File: src/rtl/ysyx_220053_ctrl_fsm.sv
// ysyx_220053_ctrl_fsm
//
// Multi-cycle control unit. It sequences each instruction through
// FETCH -> DECODE -> EXEC [-> MEM] -> WB. It latches the fetched instruction
// into an internal IR, registers the decoded control word in DECODE and holds
// it through WB. It also counts retired instructions.
//
// Optional feature macro: YSYX_220053_MDU_EN
//   defined   : OP/OP-32 with funct7=0000001 decode as M-ops. EXEC pulses
//               mdu_start and then waits for mdu_done.
//   undefined : those encodings are illegal, and mdu_start is tied to 0.
//
// Ports
//   clk, rst            core clock, asynchronous active-high reset
//   ifu_req/valid/instr fetch handshake and fetched instruction
//   ALUSrcA, ALUSrcB    ALU operand selects
//   ExtOp, ALUOp        immediate format and ALU function
//   Branch, word_op     branch kind, 32-bit W-op flag
//   mem_op              funct3 of the current load/store
//   lsu_req/we/ack      memory handshake
//   mdu_start/fn/done   multiply/divide handshake
//   reg_wen, pc_we      writeback strobes (WB state only)
//   halt, illegal       sticky trap flags (ebreak / unknown encoding)
//   instret             retired-instruction counter (wraps)

module ysyx_220053_ctrl_fsm #(
    parameter int unsigned XLEN  = 64,
    parameter int unsigned CNT_W = 64
) (
    input  logic             clk,
    input  logic             rst,
    output logic             ifu_req,
    input  logic             ifu_valid,
    input  logic [31:0]      ifu_instr,
    output logic             ALUSrcA,
    output logic [1:0]       ALUSrcB,
    output logic [2:0]       ExtOp,
    output logic [3:0]       ALUOp,
    output logic [2:0]       Branch,
    output logic             word_op,
    output logic [2:0]       mem_op,
    output logic             lsu_req,
    output logic             lsu_we,
    input  logic             lsu_ack,
    output logic             mdu_start,
    output logic [2:0]       mdu_fn,
    input  logic             mdu_done,
    output logic             reg_wen,
    output logic             pc_we,
    output logic             halt,
    output logic             illegal,
    output logic [CNT_W-1:0] instret
);

    typedef enum logic [2:0] {
        StIdle, StFetch, StDecode, StExec, StMem, StWb, StTrap
    } state_e;

    typedef struct packed {
        logic       alu_src_a;
        logic [1:0] alu_src_b;
        logic [2:0] ext_op;
        logic [3:0] alu_op;
        logic [2:0] branch;
        logic       word_op;
        logic [2:0] mem_op;
        logic       is_load;
        logic       is_store;
        logic       is_mdu;
        logic [2:0] mdu_fn;
        logic       rd_wen;
    } ctrl_t;

    localparam logic [6:0] OpLui    = 7'b0110111;
    localparam logic [6:0] OpAuipc  = 7'b0010111;
    localparam logic [6:0] OpJal    = 7'b1101111;
    localparam logic [6:0] OpJalr   = 7'b1100111;
    localparam logic [6:0] OpBranch = 7'b1100011;
    localparam logic [6:0] OpLoad   = 7'b0000011;
    localparam logic [6:0] OpStore  = 7'b0100011;
    localparam logic [6:0] OpImm    = 7'b0010011;
    localparam logic [6:0] OpReg    = 7'b0110011;
    localparam logic [6:0] OpImm32  = 7'b0011011;
    localparam logic [6:0] OpReg32  = 7'b0111011;

    localparam logic [6:0] F7Base = 7'b0000000;
    localparam logic [6:0] F7Alt  = 7'b0100000;
    localparam logic [6:0] F7Mul  = 7'b0000001;

    localparam logic [2:0] ExtI = 3'd0;
    localparam logic [2:0] ExtU = 3'd1;
    localparam logic [2:0] ExtS = 3'd2;
    localparam logic [2:0] ExtB = 3'd3;
    localparam logic [2:0] ExtJ = 3'd4;
    localparam logic [2:0] ExtR = 3'd5;

    localparam logic [1:0] SrcBReg  = 2'd0;
    localparam logic [1:0] SrcBImm  = 2'd1;
    localparam logic [1:0] SrcBFour = 2'd2;

    localparam logic [3:0] AluAdd  = 4'b0000;
    localparam logic [3:0] AluSlt  = 4'b0010;
    localparam logic [3:0] AluSltu = 4'b0011;
    localparam logic [3:0] AluSub  = 4'b1000;
    localparam logic [3:0] AluMul  = 4'b1001;
    localparam logic [3:0] AluImm  = 4'b1111;

    localparam logic [31:0] InstrEbreak = 32'h0010_0073;

    state_e           state_q, state_d;
    logic [31:0]      ir_q;
    ctrl_t            ctrl_q;
    ctrl_t            dec;
    logic             dec_ill;
    logic             dec_ebreak;
    logic             halt_q;
    logic             illegal_q;
    logic [CNT_W-1:0] instret_q;

    logic [6:0] opcode;
    logic [2:0] funct3;
    logic [6:0] funct7;
    logic [6:0] sh_f7;

    assign opcode = ir_q[6:0];
    assign funct3 = ir_q[14:12];
    assign funct7 = ir_q[31:25];
    // RV64 immediate shifts carry a 6-bit shamt, so IR[25] is not part of funct7.
    assign sh_f7  = (XLEN == 64) ? {ir_q[31:26], 1'b0} : ir_q[31:25];

    // Register-source fields are consumed by the datapath, not by this unit.
    logic unused_ir;
    assign unused_ir = ^ir_q[24:15];

    // ------------------------------------------------------------------
    // Decoder (combinational from IR, captured into ctrl_q in DECODE)
    // ------------------------------------------------------------------
    always_comb begin
        dec        = '0;
        dec_ill    = 1'b0;
        dec_ebreak = 1'b0;
        if (ir_q == InstrEbreak) begin
            dec_ebreak = 1'b1;
        end else begin
            case (opcode)
                OpLui: begin
                    dec.alu_src_b = SrcBImm;
                    dec.ext_op    = ExtU;
                    dec.alu_op    = AluImm;
                    dec.rd_wen    = 1'b1;
                end
                OpAuipc: begin
                    dec.alu_src_b = SrcBImm;
                    dec.ext_op    = ExtU;
                    dec.alu_op    = AluAdd;
                    dec.rd_wen    = 1'b1;
                end
                OpJal: begin
                    dec.alu_src_b = SrcBFour;
                    dec.ext_op    = ExtJ;
                    dec.branch    = 3'b001;
                    dec.rd_wen    = 1'b1;
                end
                OpJalr: begin
                    dec.alu_src_b = SrcBFour;
                    dec.ext_op    = ExtI;
                    dec.branch    = 3'b010;
                    dec.rd_wen    = 1'b1;
                    dec_ill       = (funct3 != 3'b000);
                end
                OpBranch: begin
                    dec.alu_src_a = 1'b1;
                    dec.alu_src_b = SrcBReg;
                    dec.ext_op    = ExtB;
                    // beq/bne compare by subtraction; blt[u]/bge[u] by set-less-than.
                    dec.branch    = {1'b1, funct3[2], funct3[0]};
                    case (funct3[2:1])
                        2'b00:   dec.alu_op = AluSub;
                        2'b10:   dec.alu_op = AluSlt;
                        2'b11:   dec.alu_op = AluSltu;
                        default: dec_ill    = 1'b1;
                    endcase
                end
                OpLoad: begin
                    dec.alu_src_a = 1'b1;
                    dec.alu_src_b = SrcBImm;
                    dec.ext_op    = ExtI;
                    dec.alu_op    = AluAdd;
                    dec.mem_op    = funct3;
                    dec.is_load   = 1'b1;
                    dec.rd_wen    = 1'b1;
                    case (funct3)
                        3'b000, 3'b001, 3'b010, 3'b100, 3'b101: dec_ill = 1'b0;
                        3'b011, 3'b110:                         dec_ill = (XLEN != 64);
                        default:                                dec_ill = 1'b1;
                    endcase
                end
                OpStore: begin
                    dec.alu_src_a = 1'b1;
                    dec.alu_src_b = SrcBImm;
                    dec.ext_op    = ExtS;
                    dec.alu_op    = AluAdd;
                    dec.mem_op    = funct3;
                    dec.is_store  = 1'b1;
                    case (funct3)
                        3'b000, 3'b001, 3'b010: dec_ill = 1'b0;
                        3'b011:                 dec_ill = (XLEN != 64);
                        default:                dec_ill = 1'b1;
                    endcase
                end
                OpImm, OpImm32: begin
                    dec.alu_src_a = 1'b1;
                    dec.alu_src_b = SrcBImm;
                    dec.ext_op    = ExtI;
                    dec.alu_op    = {1'b0, funct3};
                    dec.word_op   = (opcode == OpImm32);
                    dec.rd_wen    = 1'b1;
                    if (opcode == OpImm32) begin
                        // W shifts always use a 5-bit shamt.
                        case (funct3)
                            3'b000:  dec_ill = 1'b0;
                            3'b001:  dec_ill = (funct7 != F7Base);
                            3'b101:  dec_ill = (funct7 != F7Base) && (funct7 != F7Alt);
                            default: dec_ill = 1'b1;
                        endcase
                        if (XLEN != 64) dec_ill = 1'b1;
                    end else if (funct3 == 3'b001) begin
                        dec_ill = (sh_f7 != F7Base);
                    end else if (funct3 == 3'b101) begin
                        dec_ill = (sh_f7 != F7Base) && (sh_f7 != F7Alt);
                    end
                    if (funct3 == 3'b101) dec.alu_op = {ir_q[30], funct3};
                end
                OpReg, OpReg32: begin
                    dec.alu_src_a = 1'b1;
                    dec.alu_src_b = SrcBReg;
                    dec.ext_op    = ExtR;
                    dec.word_op   = (opcode == OpReg32);
                    dec.rd_wen    = 1'b1;
                    if (funct7 == F7Base) begin
                        dec.alu_op = {1'b0, funct3};
                        if (opcode == OpReg32) begin
                            dec_ill = (funct3 != 3'b000) && (funct3 != 3'b001) &&
                                      (funct3 != 3'b101);
                        end
                    end else if (funct7 == F7Alt &&
                                 (funct3 == 3'b000 || funct3 == 3'b101)) begin
                        dec.alu_op = {1'b1, funct3};
                    end else if (funct7 == F7Mul) begin
`ifdef YSYX_220053_MDU_EN
                        dec.is_mdu = 1'b1;
                        dec.alu_op = AluMul;
                        dec.mdu_fn = funct3;
                        // No 32-bit forms of mulh/mulhsu/mulhu.
                        if (opcode == OpReg32) begin
                            dec_ill = (funct3 == 3'b001) || (funct3 == 3'b010) ||
                                      (funct3 == 3'b011);
                        end
`else
                        dec_ill = 1'b1;
`endif
                    end else begin
                        dec_ill = 1'b1;
                    end
                    if (opcode == OpReg32 && XLEN != 64) dec_ill = 1'b1;
                end
                default: dec_ill = 1'b1;
            endcase
            if (ir_q[11:7] == 5'd0) dec.rd_wen = 1'b0;
        end
    end

    // ------------------------------------------------------------------
    // Next-state logic
    // ------------------------------------------------------------------
    always_comb begin
        state_d = state_q;
        case (state_q)
            StIdle:   state_d = StFetch;
            StFetch:  if (ifu_valid) state_d = StDecode;
            StDecode: state_d = (dec_ebreak || dec_ill) ? StTrap : StExec;
            StExec: begin
                if (ctrl_q.is_mdu) begin
                    if (mdu_done) state_d = StWb;
                end else if (ctrl_q.is_load || ctrl_q.is_store) begin
                    state_d = StMem;
                end else begin
                    state_d = StWb;
                end
            end
            StMem:    if (lsu_ack) state_d = StWb;
            StWb:     state_d = StFetch;
            StTrap:   state_d = StTrap;
            default:  state_d = StIdle;
        endcase
    end

    // ------------------------------------------------------------------
    // State, IR, control word, flags and counter
    // ------------------------------------------------------------------
    always_ff @(posedge clk or posedge rst) begin
        if (rst) begin
            state_q   <= StIdle;
            ir_q      <= '0;
            ctrl_q    <= '0;
            halt_q    <= 1'b0;
            illegal_q <= 1'b0;
            instret_q <= '0;
        end else begin
            state_q <= state_d;
            if (state_q == StFetch && ifu_valid) ir_q <= ifu_instr;
            if (state_q == StDecode) begin
                // A trapping instruction leaves a cleared control word behind.
                ctrl_q <= (dec_ebreak || dec_ill) ? '0 : dec;
                if (dec_ebreak) halt_q <= 1'b1;
                if (dec_ill)    illegal_q <= 1'b1;
            end
            if (state_q == StWb) instret_q <= instret_q + CNT_W'(1);
        end
    end

`ifdef YSYX_220053_MDU_EN
    // Set after the first EXEC cycle of an instruction so the start is a single pulse.
    logic mdu_busy_q;

    always_ff @(posedge clk or posedge rst) begin
        if (rst) begin
            mdu_busy_q <= 1'b0;
        end else begin
            mdu_busy_q <= (state_q == StExec) && (state_d == StExec);
        end
    end

    assign mdu_start = (state_q == StExec) && ctrl_q.is_mdu && !mdu_busy_q;
`else
    assign mdu_start = 1'b0;
`endif

    // ------------------------------------------------------------------
    // Outputs (strobes decode from state only, so reset clears them at once)
    // ------------------------------------------------------------------
    always_comb begin
        ifu_req = (state_q == StFetch);
        lsu_req = (state_q == StMem);
        lsu_we  = (state_q == StMem) && ctrl_q.is_store;
        pc_we   = (state_q == StWb);
        reg_wen = (state_q == StWb) && ctrl_q.rd_wen;
    end

    assign ALUSrcA = ctrl_q.alu_src_a;
    assign ALUSrcB = ctrl_q.alu_src_b;
    assign ExtOp   = ctrl_q.ext_op;
    assign ALUOp   = ctrl_q.alu_op;
    assign Branch  = ctrl_q.branch;
    assign word_op = ctrl_q.word_op;
    assign mem_op  = ctrl_q.mem_op;
    assign mdu_fn  = ctrl_q.mdu_fn;
    assign halt    = halt_q;
    assign illegal = illegal_q;
    assign instret = instret_q;

endmodule

File: config.mk
export PLATFORM = sky130hd
export DESIGN_NAME = ysyx_220053_ctrl_fsm
export DESIGN_NICKNAME = d
export VERILOG_FILES = /design/src/rtl/ysyx_220053_ctrl_fsm.sv
export SDC_FILE = /design/constraint.sdc
export NUM_CORES = 1
export LEC_CHECK = 0
export CAP_MARGIN = 15
export CORE_MARGIN = 4
export CORE_UTILIZATION = 40
export CTS_CLUSTER_SIZE = 16
export DETAILED_ROUTE_END_ITERATION = 7
export PLACE_DENSITY = 0.66
export SLEW_MARGIN = 20
export SYNTH_ARGS = -nofsm -noshare
export SYNTH_HDL_FRONTEND = slang
export SYNTH_SLANG_ARGS = --single-unit
File: constraint.sdc
create_clock -name clk -period 7.6 [get_ports clk]
set_clock_uncertainty 0.1 [all_clocks]
set_input_delay 1.52 -clock clk [delete_from_list [all_inputs] [get_ports clk]]
set_output_delay 1.52 -clock clk [all_outputs]
set_load 0.01 [all_outputs]
==> parameters.txt, run 1 <==
Parameter                              Value

Power and ir drop
  Peak ir drop on the vdd network ... about 0.16 mV
  Pleak ... approximately 3.1 nW
  Share of power burned in registers ... between 40% and 50%
  Total chip power ... about 2.2 mW
  Internal power of the cells ... around 1.6 mW
  Power per Cell Area ... 289 nW/µm²
  Share of total power in combinational logic ... between 20% and 30%
  Part of the power in the clock network ... a little under two fifths
  Net load switching power ... 0.635 mW
  Switching fraction of total power ... about 29%

Timing
  Worst Max-Slew Pin Slew ... 0.876 ns
  Count of final hold-check violations ... 0
  Final critical-path share of the clock period ... about 50%
  Count of final max-slew check failures ... 0
  Worst rel slew slack ... ~41%
  Final-report setup violation count ... 0
  Max Freq ... 0.266 GHz
  Min cycle time layout ... 3.76 ns
  Post-route setup TNS ... 0 ns
  Worst Slack Setup Final ... 3.84 ns
  Setup repair after global routing missed its margin ... false

Synth
  Seq cells post-synth ... roughly 120
  Most used DFF post-synth ... dfrtp_1
  Leading cell types by count after synthesis ... dfrtp_1, nand2_1, xnor2_1
  Mean cell area of the mapped netlist ... between 10 and 15 µm²
  Top cells by area, synth ... dfrtp_1, xnor2_1, mux2_2, nand2_1, nand3_1
  Largest area contributor in the netlist ... dfrtp_1
  Sequential share of the synthesized area ... a little over half
  Yosys warnings ... 0
  Count leader, synth ... dfrtp_1
  Gate Count Post-Synth ... 540
  Area share of the largest cell type after synthesis ... roughly 53%
  Share of synthesized flip-flops with an asynchronous set or reset ... 100%
  Post-synthesis cell area ... between 5000 and 6000 µm²
  Post-synth EDFFs ... 0
  Unique cell type count in the Yosys netlist ... 49

Floorplanning
  Std cell rows ... 43
  Standard cell core area ... 14000 µm²
  Overall die width ... 128 µm
  Die Span Y ... approximately 130 µm
  Number of placed I/O pins ... 129
  Initial core utilization ... between 40% and 50%
  DIE AREA ... roughly 16000 µm²

GRT
  Global-route usage over all layers ... between 15 and 20%
  Largest net degree at the start of global routing ... between 70 and 80
  Leftover overflow at the end of global routing ... 0
  Global-route wire length before repair ... about 22000 µm
  Antenna violations before repair ... 0
  Vias in the first global route ... between 4000 and 5000

Layout
  Share of final-layout standard cells stronger than drive strength 1 ... between 10% and 20%
  Growth of design area from synthesis to finish ... 32.7%
  Post-Route Utilization ... 54.4%
  NumNets Final ... about 680
  Antenna cells ... 0

Clock network
  Number of buffers inserted during clock tree synthesis ... 17
  Maximum clock insertion buffer count ... 2
  TritonCTS clock tree ... yes
  # clock sinks ... approximately 120
  CTS Root Buffer Type ... clkbuf_16
  Clock slew seen by the registers of the worst setup and hold paths ... around 0.05 ns
  H-tree lvl count ... 4
  Post-cts sizing count ... 0
  Clock insertion delay at the later pin of the skew report ... ~0.42 ns
  Hold buffer count at cts ... 0
  Number of setup buffers added after CTS ... 0

Worst setup path
  Crit-path max FO ... 9
  Critical Path RT ... around 6.0 ns
  Nature of the critical path endpoint ... output port
  Arrival @ worst endpoint ... about 2.1 ns
  Depth of the worst register-to-register path ... 5
  Beginning of the worst register-to-register path ... ir_q[5]$_DFFE_PP0P_
  Startpoint types ... flip-flop
  Crit Path Category ... flip-flop to output port
  Flop2flop setup slack ... between 4 and 5 ns
  Capturing point of the worst reg2reg path ... mem_op[0]$_DFFE_PP0P_

Place
  IO Port Bufs ... 123
  Pre-CTS WS ... roughly 4 ns
  Detailed-placement wirelength estimate ... ~9300 µm
  Routability congestion estimate ... just over 0.8

Min path
  Type of the tightest min-delay check ... flip-flop to flip-flop
  Cells on Worst Hold Path ... 1
  HP Start ... halt$_DFFE_PP0P_
  Endpoint of the worst hold path ... halt$_DFFE_PP0P_

Drt
  Antenna violation net count after detailed routing ... 0
  Final wirelength ... 12900 µm
  Total iterations of the first detailed-routing run ... 4
  Number of vias in the routed layout ... ~4300
  Average vias per placed instance ... roughly 5
  Post-route DRC violation count ... 0
  Starting DRT DRC Count ... approximately 260
  Average wire length per cell after detail routing ... 15.4 µm

Run status
  Run status ... finished clean

Job
  Number of max-cap violations ... 0
## state kept, by name, indices dropped and copies added, names as in the netlist, 3 cells and up
name,flops
instret,64
ir_q,32
ALUOp,4
Branch,3
ExtOp,3
ctrl_q,3
mem_op,3
state_q,3
## per-stage QoR
stage          instance area, µm²  hold WS, ns  cells
6_report                     7610        0.380    838
5_1_grt                      7610        0.388    838
4_1_cts                      7610        0.383    838
3_5_place_dp                 6990        0.372    807
3_3_place_gp                 6990        0.363    807
2_1_floorplan                5750        0.335    543
## power by group through the flow
stage	combinational (mW)	sequential (mW)	clock, mW
2_1_floorplan	0.376	0.847	0
3_3_place_gp	0.434	0.915	0
3_5_place_dp	0.449	0.923	0
4_1_cts	0.450	0.914	0.861
5_1_grt	0.492	0.938	0.888
6_report	0.443	0.914	0.844
## logic make-up after synthesis
| family | count (synthesis) | share of synthesized area (%) |
|---|---|---|
| other cells | 1 | 0.0654 |
| compound gates | 58 | 6.61 |
| fa+ha+maj | 1 | 0.218 |
| buf+inv | 50 | 4.60 |
| simple gates | 214 | 19.9 |
| flops | 121 | 52.8 |
| mux | 31 | 6.08 |
| xor+xnor | 64 | 9.77 |
## metal layers
metal / share of wire [%] / vias to the layer above / global-route usage [%]
li1: - / 2075 / -
met1: 46 / 2089 / 22.3
met2: 47 / 111 / 25.4
met3: 5.4 / 20 / 4.54
met4: 2.0 / 0 / 6.87
met5: 0 / - / 0
## cell type report
| class | count | area (µm²) |
|---|---|---|
| fill | 1248 | 6380 |
| clock buffer | 22 | 474 |
| inverter | 9 | 36.3 |
| clock inverter | 9 | 145 |
| timing repair buffer | 125 | 1250 |
| tap | 180 | 225 |
| sequential | 121 | 3030 |
| multi-input combinational | 372 | 2460 |
## how the worst max path moves through the flow
stage / start / to / slack [ns] / cells after the start
final: state_q[2]$_DFFE_PP0P_ / reg_wen / 3.84 / 4
after global placement: rst / ctrl_q[6]$_DFFE_PP0P_ / 4.13 / 3
after global routing: state_q[2]$_DFFE_PP0P_ / reg_wen / 3.69 / 4
after CTS: state_q[2]$_DFFE_PP0P_ / reg_wen / 3.83 / 4
after detailed placement: rst / ir_q[28]$_DFFE_PP0P_ / 4.07 / 3
after floorplan: rst / ALUOp[0]$_DFFE_PP0P_ / 2.77 / 1
## layout by cell type, fill, tap and decap left out, types with 9 or more instances in the layout
cell type / count
o31ai_1: 9
clkbuf_16: 17
mux2_2: 31
clkdlybuf4s50_1: 123
and3_1: 9
nand4_1: 16
dfrtp_1: 121
nand3_1: 30
nor3_1: 14
xnor2_1: 48
o21ai_0: 18
nand2_1: 68
nor2_1: 27
xor2_1: 16
## worst max-delay path, stage by stage, from the launching register on
cell	delay [ns]
dfrtp_1	0.51
nand2_1	0.11
nor2_1	0.38
and2_1	0.20
clkdlybuf4s50_1	0.53
Power figures use the tool's default switching activity.
==> inputs of run 2 (changes only) <==
- clock period: 7.6 -> 3.68 ns (I/O delays scaled with it)
==> parameters.txt, run 2 (synthesis gave the netlist of run 1 again) <==
Parameter                              Value

Timing
  Worst Max-Slew Pin Slew ... just under 0.8 ns
  Count of final max-slew check failures ... 0
  Setup repair after global routing missed its margin ... false
  Final critical-path share of the clock period ... 80.4%
  Post-route setup TNS ... 0 ns
  Final-report setup violation count ... 0
  Worst rel slew slack ... 47.9%
  Worst Slack Setup Final ... roughly 0.7 ns
  Min cycle time layout ... between 2 and 3 ns
  Max Freq ... around 0.34 GHz
  Count of final hold-check violations ... 0

Min path
  Cells on Worst Hold Path ... 1
  Endpoint of the worst hold path ... instret[63]$_DFFE_PP0P_
  Type of the tightest min-delay check ... flip-flop to flip-flop
  HP Start ... instret[63]$_DFFE_PP0P_

Clock network
  Clock insertion delay at the later pin of the skew report ... 0.41 ns
  Post-cts sizing count ... 0
  Number of buffers inserted during clock tree synthesis ... 17
  TritonCTS clock tree ... yes
  # clock sinks ... 121
  Hold buffer count at cts ... 0
  Maximum clock insertion buffer count ... 2
  H-tree lvl count ... 4
  Clock slew seen by the registers of the worst setup and hold paths ... roughly 0.06 ns
  CTS Root Buffer Type ... clkbuf_16
  Number of setup buffers added after CTS ... 0

GRT
  Largest net degree at the start of global routing ... between 50 and 60
  Leftover overflow at the end of global routing ... 0
  Global-route wire length before repair ... roughly 22000 µm
  Global-route usage over all layers ... approximately 17%
  Antenna violations before repair ... 0
  Vias in the first global route ... about 4400

Floorplanning
  Die Span Y ... between 100 and 150 µm
  Overall die width ... 128 µm
  Std cell rows ... 43
  Initial core utilization ... around two fifths
  DIE AREA ... 16300 µm²
  Standard cell core area ... 14000 µm²
  Number of placed I/O pins ... 129

Power and ir drop
  Switching fraction of total power ... 30.6%
  Pleak ... between 3 and 4 nW
  Power per Cell Area ... roughly 600 nW/µm²
  Share of power burned in registers ... 42.1%
  Share of total power in combinational logic ... 20.9%
  Peak ir drop on the vdd network ... roughly 0.32 mV
  Net load switching power ... 1.37 mW
  Part of the power in the clock network ... between 30% and 40%
  Internal power of the cells ... roughly 3.1 mW

Layout
  Fill cell count ... ~1300
  Leading cell types in the layout, fill and taps excluded ... clkdlybuf4s50_1, dfrtp_1, nand2_1, xnor2_1, mux2_2
  NumNets Final ... 688
  Growth of design area from synthesis to finish ... 33.3%
  Antenna cells ... 0
  Share of final-layout standard cells stronger than drive strength 1 ... between 10 and 15%
  Multi-input logic area ... around 2500 µm²
  Sequential Area ... slightly above 3000 µm²
  Most frequent standard cell in the layout excluding fill and tap cells ... clkdlybuf4s50_1
  Max reg flops ... between 60 and 70

Worst setup path
  Beginning of the worst register-to-register path ... ir_q[31]$_DFFE_PP0P_
  Startpoint types ... flip-flop
  Total number of cells along the worst setup path ... 4
  Depth of the worst register-to-register path ... 7
  Crit Path Category ... flip-flop to output port
  Critical Path RT ... 2.84 ns
  Nature of the critical path endpoint ... output port
  Buf/Inv on CP ... 1
  Arrival @ worst endpoint ... roughly 2.1 ns
  Crit-path max cell delay ... approximately 0.53 ns
  CP max-delay cell ... clkdlybuf4s50_1
  Sequence of cells on the critical path ... nand2_1, nor2_1, and2_1, clkdlybuf4s50_1
  Crit-path max FO ... 9
  Largest delay share family, worst path ... simple AND/OR/NAND/NOR gates
  Flop2flop setup slack ... roughly 0.97 ns
  Capturing point of the worst reg2reg path ... mem_op[0]$_DFFE_PP0P_

Place
  Routability congestion estimate ... ~0.84
  Pre-CTS WS ... 0.968 ns
  Detailed-placement wirelength estimate ... roughly 9600 µm
  IO Port Bufs ... approximately 120

Drt
  Post-route DRC violation count ... 0
  Number of vias in the routed layout ... 4301
  Starting DRT DRC Count ... between 300 and 400
  Total iterations of the first detailed-routing run ... 4
  Average vias per placed instance ... about 5
  Average wire length per cell after detail routing ... roughly 15 µm
  Antenna violation net count after detailed routing ... 0
  Final wirelength ... between 10000 and 15000 µm

Run status
  Run status ... finished clean

Job
  Number of max-cap violations ... 0
==> run 2: cell types whose count changed in the layout (fill, tap and decap cells not counted) <==
cell and change:
clkbuf_8 -1, clkbuf_1 -2, inv_4 -1, bufinv_16 -2, buf_4 +2, buf_12 +2
clkinv_4 +4, clkinv_2 -3, clkinvlp_4 +4, inv_6 +2
==> run 2: cell type report <==
type / instances / area share, %
Sequential cell: 121 / 39.6
Clock buffer: 19 / 5.92
Clock inverter: 13 / 1.90
Multi-Input combinational cell: 372 / 32.1
Tap cell: 180 / 2.95
Inverter: 9 / 0.491
Timing Repair Buffer: 129 / 17.0
==> run 2: layer usage <==
metal / up-vias / wire length (µm) / track usage [%]
met1: 2085 / 5840 / 21.8
met4: 0 / 169 / 6.24
met2: 108 / 6280 / 27.0
met3: 16 / 604 / 4.25
li1: 2092 / - / -
met5: - / 0 / 0
==> run 2: how the worst max path moves through the flow <==
stage / from / endpoint
3_5_place_dp: ir_q[31]$_DFFE_PP0P_ / mem_op[0]$_DFFE_PP0P_
3_3_place_gp: ir_q[13]$_DFFE_PP0P_ / mem_op[0]$_DFFE_PP0P_
6_report: state_q[2]$_DFFE_PP0P_ / reg_wen
5_1_grt: state_q[2]$_DFFE_PP0P_ / reg_wen
2_1_floorplan: rst / ALUOp[0]$_DFFE_PP0P_
4_1_cts: state_q[2]$_DFFE_PP0P_ / reg_wen
==> run 2: stage by stage <==
step / power (mW) / utilization [%] / cell area [µm²] / hold slack (ns) / cells
after global routing: 4.74 / 54.7 / 7650 / 0.379 / 843
after floorplan: 2.53 / - / 5750 / 0.335 / 543
final: 4.48 / 54.7 / 7650 / 0.366 / 843
after global placement: 2.81 / 50.4 / 7050 / 0.362 / 811
after CTS: 4.54 / 54.7 / 7650 / 0.374 / 843
after detailed placement: 2.86 / 50.4 / 7050 / 0.364 / 811
==> run 2: power groups by stage <==
stage                     sequential [mW]  clock [mW]  combinational, mW
final                                1.89        1.66              0.938
after CTS                            1.88        1.70              0.955
after floorplan                      1.75           0              0.777
after global routing                 1.94        1.76               1.04
after detailed placement             1.91           0              0.952
after global placement               1.89           0              0.918
==> inputs of run 3 (changes only) <==
- PLACE_DENSITY: 0.66 -> 0.68
- clock period: 3.68 -> 2.6 ns (I/O delays scaled with it)
==> parameters.txt, run 3 (synthesis gave the netlist of run 1 again) <==
Parameter                              Value

Run status
  Run status ... finished clean

Timing
  Min cycle time layout ... roughly 2.5 ns
  Hold slack ... 0.375 ns
  Count of final hold-check violations ... 0
  Worst Slack Setup Final ... roughly 0.14 ns
  Setup repair after global routing missed its margin ... false
  Post-route setup TNS ... 0 ns
  Worst Max-Slew Pin Slew ... between 0.6 and 0.7 ns
  Worst rel slew slack ... ~57%
  Final-report setup violation count ... 0
  Max Freq ... a little over 0.4 GHz
  Final critical-path share of the clock period ... ~95%
  Count of final max-slew check failures ... 0

Clock network
  Clock insertion delay at the later pin of the skew report ... between 0.4 and 0.5 ns
  Hold buffer count at cts ... 0
  Clock slew seen by the registers of the worst setup and hold paths ... about 0.05 ns
  Maximum clock insertion buffer count ... 2
  Number of setup buffers added after CTS ... 0
  Post-cts sizing count ... 0
  CTS Root Buffer Type ... clkbuf_16
  Number of buffers inserted during clock tree synthesis ... 17
  H-tree lvl count ... 4
  # clock sinks ... about 120
  TritonCTS clock tree ... yes

Place
  Routability congestion estimate ... slightly above 0.8
  Detailed-placement wirelength estimate ... roughly 9400 µm
  Pre-CTS WS ... around 0.17 ns
  IO Port Bufs ... approximately 120

Power and ir drop
  Net load switching power ... 1.89 mW
  Switching fraction of total power ... 28.2%
  Share of total power in combinational logic ... a little under a quarter
  Pleak ... between 3 and 4 nW
  Share of power burned in registers ... 38.3%
  Part of the power in the clock network ... between 30% and 40%
  Power per Cell Area ... ~860 nW/µm²
  Internal power of the cells ... ~4.8 mW
  Total chip power ... about 6.7 mW
  Peak ir drop on the vdd network ... ~0.56 mV

Worst setup path
  Crit Path Category ... flip-flop to output port
  Arrival @ worst endpoint ... ~1.8 ns
  Startpoint types ... flip-flop
  Crit-path max FO ... 7
  Nature of the critical path endpoint ... output port
  Critical Path RT ... around 2.0 ns

Floorplanning
  Standard cell core area ... approximately 14000 µm²
  Number of placed I/O pins ... between 100 and 150
  Initial core utilization ... about two fifths
  DIE AREA ... about 16000 µm²
  Die Span Y ... 128 µm
  Std cell rows ... between 40 and 50
  Overall die width ... ~130 µm

Layout
  Growth of design area from synthesis to finish ... 36.1%
  Post-Route Utilization ... roughly 56%
  Antenna cells ... 0
  Share of final-layout standard cells stronger than drive strength 1 ... 13.9%
  Leading cell types in the layout, fill and taps excluded ... clkdlybuf4s50_1, dfrtp_1, nand2_1, xnor2_1, mux2_2
  Max reg flops ... 64
  NumNets Final ... roughly 700
  Most frequent standard cell in the layout excluding fill and tap cells ... clkdlybuf4s50_1

Drt
  Total iterations of the first detailed-routing run ... 4
  Average vias per placed instance ... ~5.1
  Antenna violation net count after detailed routing ... 0
  Starting DRT DRC Count ... ~340
  Post-route DRC violation count ... 0
  Final wirelength ... roughly 13000 µm
  Number of vias in the routed layout ... between 4000 and 5000
  Average wire length per cell after detail routing ... roughly 15 µm

GRT
  Vias in the first global route ... between 4000 and 5000
  Global-route usage over all layers ... around 16%
  Largest net degree at the start of global routing ... between 100 and 150
  Leftover overflow at the end of global routing ... 0
  Global-route wire length before repair ... approximately 21000 µm
  Antenna violations before repair ... 0

Job
  Number of max-cap violations ... 0

Min path
  Type of the tightest min-delay check ... flip-flop to flip-flop
==> run 3: cell count changes in the layout (fill, tap and decap cells not counted), moves of 2 or more <==
| cell | before | now |
|---|---|---|
| clkinv_4 | 4 | 0 |
| buf_4 | 4 | 17 |
| inv_6 | 2 | 0 |
| bufinv_16 | 2 | 5 |
| clkinvlp_4 | 4 | 1 |
| clkbuf_1 | 0 | 4 |
==> run 3: final cells by class <==
cell class / count / area [µm²]
tap: 180 / 225
clock buffer: 24 / 482
timing repair buffer: 142 / 1400
multi-input combinational: 372 / 2470
sequential: 121 / 3030
clock inverter: 8 / 165
inverter: 9 / 37.5
fill: 1183 / 6180
==> run 3: per-layer routing <==
layer	wire length (µm)	share of wire, %	vias up	GRT usage [%]
li1	-	-	2111	-
met1	5830	44	2142	20.6
met2	6510	49	127	27.1
met3	727	5.5	14	4.92
met4	140	1.1	0	5.49
met5	0	0	-	0
==> run 3: final timing paths <==
check                      cells after the start                      end  slack (ns)                   start
min                                            1         halt$_DFFE_PP0P_        0.37        halt$_DFFE_PP0P_
min reg2reg                                    1         halt$_DFFE_PP0P_        0.37        halt$_DFFE_PP0P_
max in group asynchronous                      3   state_q[2]$_DFFE_PP0P_        1.35                     rst
min in group asynchronous                      3  instret[34]$_DFFE_PP0P_        0.55                     rst
max                                            4                   lsu_we        0.14  state_q[1]$_DFFE_PP0P_
max reg2reg                                    7    ctrl_q[6]$_DFFE_PP0P_        0.26    ir_q[31]$_DFFE_PP0P_
==> run 3: metrics by stage <==
step | cell area, µm² | std cells
floorplan | 5750 | 543
global placement | 7150 | 824
detailed placement | 7150 | 824
CTS | 7790 | 856
global route | 7810 | 856
finish | 7810 | 856
==> run 3: critical path, stage by stage, from the launching register on <==
cell,delay (ns)
dfrtp_1,0.37
buf_4,0.16
nor3b_1,0.22
and2_1,0.16
clkdlybuf4s50_1,0.53
==> run 3: power by group through the flow <==
| stage | registers [mW] | clock network [mW] | logic, mW |
|---|---|---|---|
| 4_1_cts | 2.56 | 2.63 | 1.58 |
| 5_1_grt | 2.62 | 2.71 | 1.72 |
| 3_3_place_gp | 2.56 | 0 | 1.52 |
| 3_5_place_dp | 2.59 | 0 | 1.57 |
| 2_1_floorplan | 2.48 | 0 | 1.10 |
| 6_report | 2.56 | 2.57 | 1.56 |
